<file path="src/rtl/spi_rom_pkg.sv">
// Shared types and helpers for the SPI line fetcher: FSM encoding, default
// read opcode and counter/pointer width helpers.
package spi_rom_pkg;

  typedef logic [1:0] state_t;

  localparam state_t StIdle = 2'd0;
  localparam state_t StCmd  = 2'd1;
  localparam state_t StAddr = 2'd2;
  localparam state_t StData = 2'd3;

  localparam logic [7:0] DefaultCmd = 8'h03;

  // Wide enough to count the longest phase (opcode, address or data).
  function automatic int unsigned cnt_width(int unsigned addr_w, int unsigned buf_bits);
    int unsigned m;
    m = 8;
    if (addr_w > m) m = addr_w;
    if (buf_bits > m) m = buf_bits;
    return $clog2(m);
  endfunction

  function automatic int unsigned ptr_width(int unsigned buf_bits);
    return (buf_bits > 1) ? $clog2(buf_bits) : 1;
  endfunction

endpackage

</file>
<file path="src/rtl/spi_line_fetcher_if.sv">
// Host handshake, read-port and SPI pin bundle of the line fetcher.
interface spi_line_fetcher_if #(
  parameter int unsigned ADDR_W = 24
);
  logic              start;
  logic [ADDR_W-1:0] addr;
  logic              abort;
  logic              busy;
  logic              done;
  logic              swap;
  logic              rd_shift;
  logic              rd_rewind;
  logic              rd_bit;
  logic              spi_cs;
  logic              spi_sclk;
  logic              spi_mosi;
  logic              spi_miso;

  modport master (
    output start, addr, abort, swap, rd_shift, rd_rewind, spi_miso,
    input  busy, done, rd_bit, spi_cs, spi_sclk, spi_mosi
  );

  modport slave (
    input  start, addr, abort, swap, rd_shift, rd_rewind, spi_miso,
    output busy, done, rd_bit, spi_cs, spi_sclk, spi_mosi
  );
endinterface

</file>
<file path="src/rtl/spi_pingpong_buf.sv">
// Front/back bit buffers: the fetch fills the back buffer while the reader walks
// the front one; a swap exchanges them and rewinds the read pointer.
module spi_pingpong_buf import spi_rom_pkg::*; #(
  parameter int unsigned BUF_BITS = 128,
  parameter int unsigned IDX_W    = ptr_width(BUF_BITS)
) (
  input  logic             clk,
  input  logic             reset_n,
  input  logic             busy,
  input  logic             fetch_end,
  input  logic             swap,
  input  logic             rd_shift,
  input  logic             rd_rewind,
  input  logic             wr_en,
  input  logic [IDX_W-1:0] wr_idx,
  input  logic             wr_bit,
  output logic             rd_bit
);

  logic [BUF_BITS-1:0] buf0_q, buf1_q;
  logic [BUF_BITS-1:0] front;
  logic                sel_q, sel_d;
  logic                pend_q, pend_d;
  logic [IDX_W-1:0]    ptr_q, ptr_d;
  logic                swap_exec;

  // A swap requested mid-fetch is held until the edge that ends the fetch.
  assign swap_exec = (swap && !busy) || (fetch_end && (swap || pend_q));
  assign front     = sel_q ? buf1_q : buf0_q;
  assign rd_bit    = front[ptr_q];

  always_comb begin
    sel_d  = sel_q;
    pend_d = pend_q;
    ptr_d  = ptr_q;
    if (swap_exec) begin
      sel_d  = ~sel_q;
      pend_d = 1'b0;
      ptr_d  = '0;
    end else begin
      if (swap && busy) pend_d = 1'b1;
      if (rd_rewind) begin
        ptr_d = '0;
      end else if (rd_shift) begin
        ptr_d = (ptr_q == IDX_W'(BUF_BITS - 1)) ? '0 : ptr_q + IDX_W'(1);
      end
    end
  end

  always_ff @(posedge clk or negedge reset_n) begin
    if (!reset_n) begin
      buf0_q <= '0;
      buf1_q <= '0;
      sel_q  <= 1'b0;
      pend_q <= 1'b0;
      ptr_q  <= '0;
    end else begin
      if (wr_en) begin
        if (sel_q) buf0_q[wr_idx] <= wr_bit;
        else       buf1_q[wr_idx] <= wr_bit;
      end
      sel_q  <= sel_d;
      pend_q <= pend_d;
      ptr_q  <= ptr_d;
    end
  end

endmodule

</file>
<file path="src/rtl/spi_line_fetcher.sv">
// SPI read-command sequencer: sends opcode and address, shifts BUF_BITS of data
// into the back buffer of a ping-pong pair and pulses done on completion.
module spi_line_fetcher import spi_rom_pkg::*; #(
  parameter int unsigned BUF_BITS = 128,
  parameter int unsigned ADDR_W   = 24,
  parameter logic [7:0]  CMD      = DefaultCmd
) (
  input  logic               clk,
  input  logic               reset_n,
  spi_line_fetcher_if.slave  bus
);

  localparam int unsigned CntW = cnt_width(ADDR_W, BUF_BITS);
  localparam int unsigned PtrW = ptr_width(BUF_BITS);
  localparam int unsigned ShW  = 8 + ADDR_W;

  state_t          state_q, state_d;
  logic [CntW-1:0] cnt_q, cnt_d;
  logic [ShW-1:0]  sh_q, sh_d;
  logic            cs_q, cs_d;
  logic            done_q, done_d;
  logic            miso_q;
  logic            fetch_end;
  logic            wr_en;

  always_comb begin
    state_d   = state_q;
    cnt_d     = cnt_q;
    sh_d      = sh_q;
    cs_d      = cs_q;
    done_d    = 1'b0;
    fetch_end = 1'b0;
    if ((state_q != StIdle) && bus.abort) begin
      state_d   = StIdle;
      cnt_d     = '0;
      sh_d      = '0;
      cs_d      = 1'b0;
      fetch_end = 1'b1;
    end else begin
      unique case (state_q)
        StIdle: ;
        StCmd: begin
          sh_d = {sh_q[ShW-2:0], 1'b0};
          if (cnt_q == CntW'(7)) begin
            state_d = StAddr;
            cnt_d   = '0;
          end else begin
            cnt_d = cnt_q + CntW'(1);
          end
        end
        StAddr: begin
          // Zero-fill leaves the shifter clear, so MOSI idles low in DATA.
          sh_d = {sh_q[ShW-2:0], 1'b0};
          if (cnt_q == CntW'(ADDR_W - 1)) begin
            state_d = StData;
            cnt_d   = '0;
          end else begin
            cnt_d = cnt_q + CntW'(1);
          end
        end
        StData: begin
          if (cnt_q == CntW'(BUF_BITS - 1)) begin
            state_d   = StIdle;
            cnt_d     = '0;
            cs_d      = 1'b0;
            done_d    = 1'b1;
            fetch_end = 1'b1;
          end else begin
            cnt_d = cnt_q + CntW'(1);
          end
        end
      endcase
      // Also taken on the completion edge, chaining transfers with CS held high.
      if ((state_d == StIdle) && bus.start && !bus.abort) begin
        state_d = StCmd;
        cnt_d   = '0;
        sh_d    = {CMD, bus.addr};
        cs_d    = 1'b1;
      end
    end
  end

  always_ff @(posedge clk or negedge reset_n) begin
    if (!reset_n) begin
      state_q <= StIdle;
      cnt_q   <= '0;
      sh_q    <= '0;
      cs_q    <= 1'b0;
      done_q  <= 1'b0;
    end else begin
      state_q <= state_d;
      cnt_q   <= cnt_d;
      sh_q    <= sh_d;
      cs_q    <= cs_d;
      done_q  <= done_d;
    end
  end

  // MISO is captured mid-cycle; the bit lands in the buffer on the next rising edge.
  always_ff @(negedge clk or negedge reset_n) begin
    if (!reset_n) miso_q <= 1'b0;
    else          miso_q <= bus.spi_miso;
  end

  assign wr_en        = (state_q == StData);
  assign bus.spi_sclk = ~clk;
  assign bus.spi_cs   = cs_q;
  assign bus.busy     = cs_q;
  assign bus.done     = done_q;
  assign bus.spi_mosi = sh_q[ShW-1];

  spi_pingpong_buf #(
    .BUF_BITS (BUF_BITS),
    .IDX_W    (PtrW)
  ) u_buf (
    .clk       (clk),
    .reset_n   (reset_n),
    .busy      (cs_q),
    .fetch_end (fetch_end),
    .swap      (bus.swap),
    .rd_shift  (bus.rd_shift),
    .rd_rewind (bus.rd_rewind),
    .wr_en     (wr_en),
    .wr_idx    (cnt_q[PtrW-1:0]),
    .wr_bit    (miso_q),
    .rd_bit    (bus.rd_bit)
  );

endmodule
</file>
<file path="src/flat_wrapper.sv">
// flat-port wrapper written by rule: the top's interface ports become plain ports
module spi_line_fetcher_flat import spi_rom_pkg::*;
#(
  parameter int unsigned BUF_BITS = 128,
  parameter int unsigned ADDR_W   = 24,
  parameter logic [7:0]  CMD      = DefaultCmd
)
  (clk, reset_n, bus_start, bus_addr, bus_abort, bus_swap, bus_rd_shift, bus_rd_rewind, bus_spi_miso, bus_busy, bus_done, bus_rd_bit, bus_spi_cs, bus_spi_sclk, bus_spi_mosi);
  spi_line_fetcher_if #(.ADDR_W(ADDR_W)) bus_i ();
  input  logic clk;
  input  logic reset_n;
  input wire logic [$bits(bus_i.start)-1:0] bus_start;
  input wire logic [$bits(bus_i.addr)-1:0] bus_addr;
  input wire logic [$bits(bus_i.abort)-1:0] bus_abort;
  input wire logic [$bits(bus_i.swap)-1:0] bus_swap;
  input wire logic [$bits(bus_i.rd_shift)-1:0] bus_rd_shift;
  input wire logic [$bits(bus_i.rd_rewind)-1:0] bus_rd_rewind;
  input wire logic [$bits(bus_i.spi_miso)-1:0] bus_spi_miso;
  output wire logic [$bits(bus_i.busy)-1:0] bus_busy;
  output wire logic [$bits(bus_i.done)-1:0] bus_done;
  output wire logic [$bits(bus_i.rd_bit)-1:0] bus_rd_bit;
  output wire logic [$bits(bus_i.spi_cs)-1:0] bus_spi_cs;
  output wire logic [$bits(bus_i.spi_sclk)-1:0] bus_spi_sclk;
  output wire logic [$bits(bus_i.spi_mosi)-1:0] bus_spi_mosi;
  assign bus_i.start = bus_start;
  assign bus_i.addr = bus_addr;
  assign bus_i.abort = bus_abort;
  assign bus_i.swap = bus_swap;
  assign bus_i.rd_shift = bus_rd_shift;
  assign bus_i.rd_rewind = bus_rd_rewind;
  assign bus_i.spi_miso = bus_spi_miso;
  assign bus_busy = bus_i.busy;
  assign bus_done = bus_i.done;
  assign bus_rd_bit = bus_i.rd_bit;
  assign bus_spi_cs = bus_i.spi_cs;
  assign bus_spi_sclk = bus_i.spi_sclk;
  assign bus_spi_mosi = bus_i.spi_mosi;
  spi_line_fetcher #(.BUF_BITS(BUF_BITS), .ADDR_W(ADDR_W), .CMD(CMD)) u_core (.clk(clk), .reset_n(reset_n), .bus(bus_i));
endmodule
</file>
<file path="config.mk">
export PLATFORM = sky130hd
export DESIGN_NAME = spi_line_fetcher_flat
export DESIGN_NICKNAME = d
export VERILOG_FILES = /design/src/rtl/spi_rom_pkg.sv /design/src/rtl/spi_line_fetcher_if.sv /design/src/rtl/spi_pingpong_buf.sv /design/src/rtl/spi_line_fetcher.sv /design/src/flat_wrapper.sv
export SDC_FILE = /design/constraint.sdc
export NUM_CORES = 1
export LEC_CHECK = 0
export ABC_AREA = 0
export CORE_UTILIZATION = 49
export CTS_CLUSTER_DIAMETER = 60
export DETAILED_ROUTE_END_ITERATION = 10
export GPL_ROUTABILITY_DRIVEN = 0
export PLACE_DENSITY = 0.75
export SLEW_MARGIN = 20
export SYNTH_ARGS = -nofsm -noshare
export SYNTH_HDL_FRONTEND = slang
export SYNTH_SLANG_ARGS = --single-unit
</file>
<file path="constraint.sdc">
create_clock -name clk -period 6.9 [get_ports clk]
set_clock_uncertainty 0.15 [all_clocks]
set_input_delay 1.38 -clock clk [delete_from_list [all_inputs] [get_ports clk]]
set_output_delay 1.38 -clock clk [all_outputs]
set_load 0.01 [all_outputs]
</file>
==> results.cfg, run 1 <==
[clock_tree]
ctsHtreeMaxLevel = 2
clockRootBuffer = clkbuf_16
cts_setup_buffers = 0
clk_pin_slew_ps = 50
clkLatencyLatePin_ps = 520
cts_hold_buf = 0
cts_resized = 0
cts_tree = yes
cts_buffer_depth = 3
cts_buffers = 35

[drt]
first_iter_violations = 876
dr.pass1.iters = 5
wl_per_cell_um = 21.3
vias = 10600
drc = 0
drt-total-wl_mm = 37.4
postRouteAntennaNets = 0
via_per_inst = 6.01

[sta]
hold_viol = 0
finalMaxSlewViolations = 0
setup_tns_ps = 0
setup_violations = 0
worst_pin_slew_ps = 1110
rsz0062_at_grt = false
maxSlewHeadroom_pct = 25.9

[worst_setup_path]
cp-end-kind = output pin
path_common_cell = clkbuf_16
path_cells = clkbuf_16 > clkbuf_16 > clkbuf_16 > inv_1 > clkdlybuf4s50_1
cpPeakStageDelay_ps = 520
reg2reg_depth = 2
r2r-start = u_core.miso_q
worst-path-max-fanout = 9
cp_slowest_cell = clkdlybuf4s50_1
r2r-end = u_core.u_buf.buf1_q[4]
path_class = clock port to output pin
rrSetupSlack_ps = 1470
cp.arrival_ps = 4530
required_ps = 5370
critPathLaunchType = clock port

[floorplanning]
num_rows = 65
core_area_sq_um = 31600
start_util_pct = 49.8
die_area_sq_um = 32800
die_h_um = 181
die_x_um = 181
ioPinCount = 38

[finish]
fillers = 2557
nNetsFinal = 1373
drive_gt1_share_pct = 29.1
area_delta_synth_final_pct = 11.2
n_antenna_cell = 0

[pwr]
irDropWorstVdd_mv = 0.256
p_switching_mw = 1.45
power.share.clock_pct = 38.6
internal_power_mw = 3.59
power_frac_seq_pct = 41.9
netSwitchingFraction_pct = 28.8
leakagePower_nw = 7.85
power_density_nw_per_um2 = 288
power_frac_comb_pct = 19.5
total_power_mw = 5.04

[yosys]
synthesis.area_sq_um = 15700
synthFlopType = dfrtp_1
ys_seq_elements = 309
synth.avg_cell_area_sq_um = 11.6
synthTopCellsByArea = dfrtp_1 (49%), mux2_2 (18%), mux4_2 (6.3%), nor2_1 (5.3%), mux2i_1 (4.3%)
seq_area_frac_synth_pct = 49.2
synth_top_area_share_pct = 49.0
synth_fp_nets = 1388
synth-edff-count = 0
syn_inst = 1350
netlist_top_cells_count = dfrtp_1 (308), mux2_2 (256), nor2_1 (224)
yosys_warnings = 0
yosysMostFrequentCell = dfrtp_1
ys_types = 60
yosys.area.top_type = dfrtp_1
async_reset_ff_share_pct = 100

[worst_hold_path]
worstHoldEndpoint = u_core.u_buf.buf1_q[48]
min_from = u_core.u_buf.buf1_q[48]
hp-class = flip-flop to flip-flop
hold_depth = 1

[placement]
dpl.hpwl_mm = 23.0
portBuffers = 37

[global_routing]
grt_pass1_vias = 10900
overflow = 0
track_usage_pct = 23.3
grt_first_pass_wirelength_mm = 60.5
grt_start_max_net_pins = 251
antenna_found_initial = 0

[status]
run_status = completed

[job]
cap_violations = 0
==> placed cells by master (no fill, tap or decap), types with 4 or more instances in the layout <==
cell type        count
mux2i_1             67
a211oi_2             6
a211oi_1            29
a21oi_1             16
nor2_1             224
clkbuf_8            10
clkdlybuf4s50_1     36
nand3_1             17
nand2_1            125
o221ai_1             7
a22o_1               7
dfrtp_1            306
nor3_1              14
inv_1                5
xor2_1               4
xnor2_1              4
nand2b_1             8
clkbuf_16           37
nand4_1              7
mux2_2             256
buf_4               16
a2111oi_0            4
nor2b_1             19
mux4_2              44
o21ai_0              5
a22oi_1              9
ha_1                 6
o22ai_1              9
==> flip-flops by register name (all words and copies together) (netlist names), 2 cells and up <==
| name | cells |
|---|---|
| u_core.sh_q | 32 |
| u_core.u_buf.ptr_q | 7 |
| u_core.cnt_q | 7 |
| u_core.u_buf.buf1_q | 128 |
| u_core.u_buf.buf0_q | 128 |
| u_core.state_q | 2 |
==> cells by family after synthesis <==
logic type / after synthesis / share of synthesized area (%)
adder cells (fa/ha/maj): 6 / 0.478
AND/OR/NAND/NOR: 439 / 12.2
buffers and inverters: 113 / 3.64
multiplexers: 368 / 29.0
flip-flops: 309 / 49.2
XOR/XNOR: 8 / 0.446
AO/OA/AOI/OAI: 107 / 5.13
==> metrics by stage <==
stage,utilization (%),std cells,setup WS [ps],instance area (sq um),hold slack [ps]
after floorplan,-,1350,1780,15700,309
after global placement,51.5,1699,1330,16300,323
after detailed placement,51.5,1699,1340,16300,339
after CTS,55.3,1757,817,17400,353
after global routing,55.4,1758,809,17500,362
final,55.4,1758,837,17500,351
==> routing by layer <==
metal	global-route usage [%]	vias to the layer above	share of wire, %
met5	0	-	0
met4	7.76	0	2.2
met3	3.87	65	6.0
met2	36.7	325	47
met1	32.9	5438	44
li1	-	4739	-
==> power by group through the flow <==
stage	logic (mW)	clock network, mW	registers [mW]
3_5_place_dp	0.979	0.0168	2.15
2_1_floorplan	0.924	0.00570	2.01
3_3_place_gp	0.966	0.0168	2.14
5_1_grt	1.07	2.05	2.13
6_report	0.984	1.94	2.11
4_1_cts	0.982	1.97	2.11
==> layout make-up <==
cell class | count | area (sq um) | area share, %
repair buffers | 55 | 553 | 3.16
flip-flops and latches | 309 | 7740 | 44.2
well taps | 402 | 503 | 2.88
multi-input cells | 928 | 7470 | 42.7
clock inverters | 9 | 125 | 0.716
clock buffers | 51 | 1080 | 6.20
inverters | 4 | 15.0 | 0.0859
==> critical path: cells and delay by family <==
kind                   cells  cell delay, ps
buffers and inverters      5            1080
==> worst max-delay path by stage <==
stage | startpoint | endpoint | depth (start not counted)
final | clk | bus_spi_sclk | 5
after global routing | clk | bus_spi_sclk | 5
after CTS | clk | bus_spi_sclk | 5
after detailed placement | bus_spi_miso | u_core.miso_q | 1
after global placement | bus_spi_miso | u_core.miso_q | 1
after floorplan | bus_spi_miso | u_core.miso_q | 0
(Power assumes the default switching activity.)
==> inputs of run 2 (changes only) <==
SETUP_SLACK_MARGIN = 0.4   (was not set)
==> results of run 2 <==
Same layout as run 1: the final DEF is identical, and so are final timing and power.
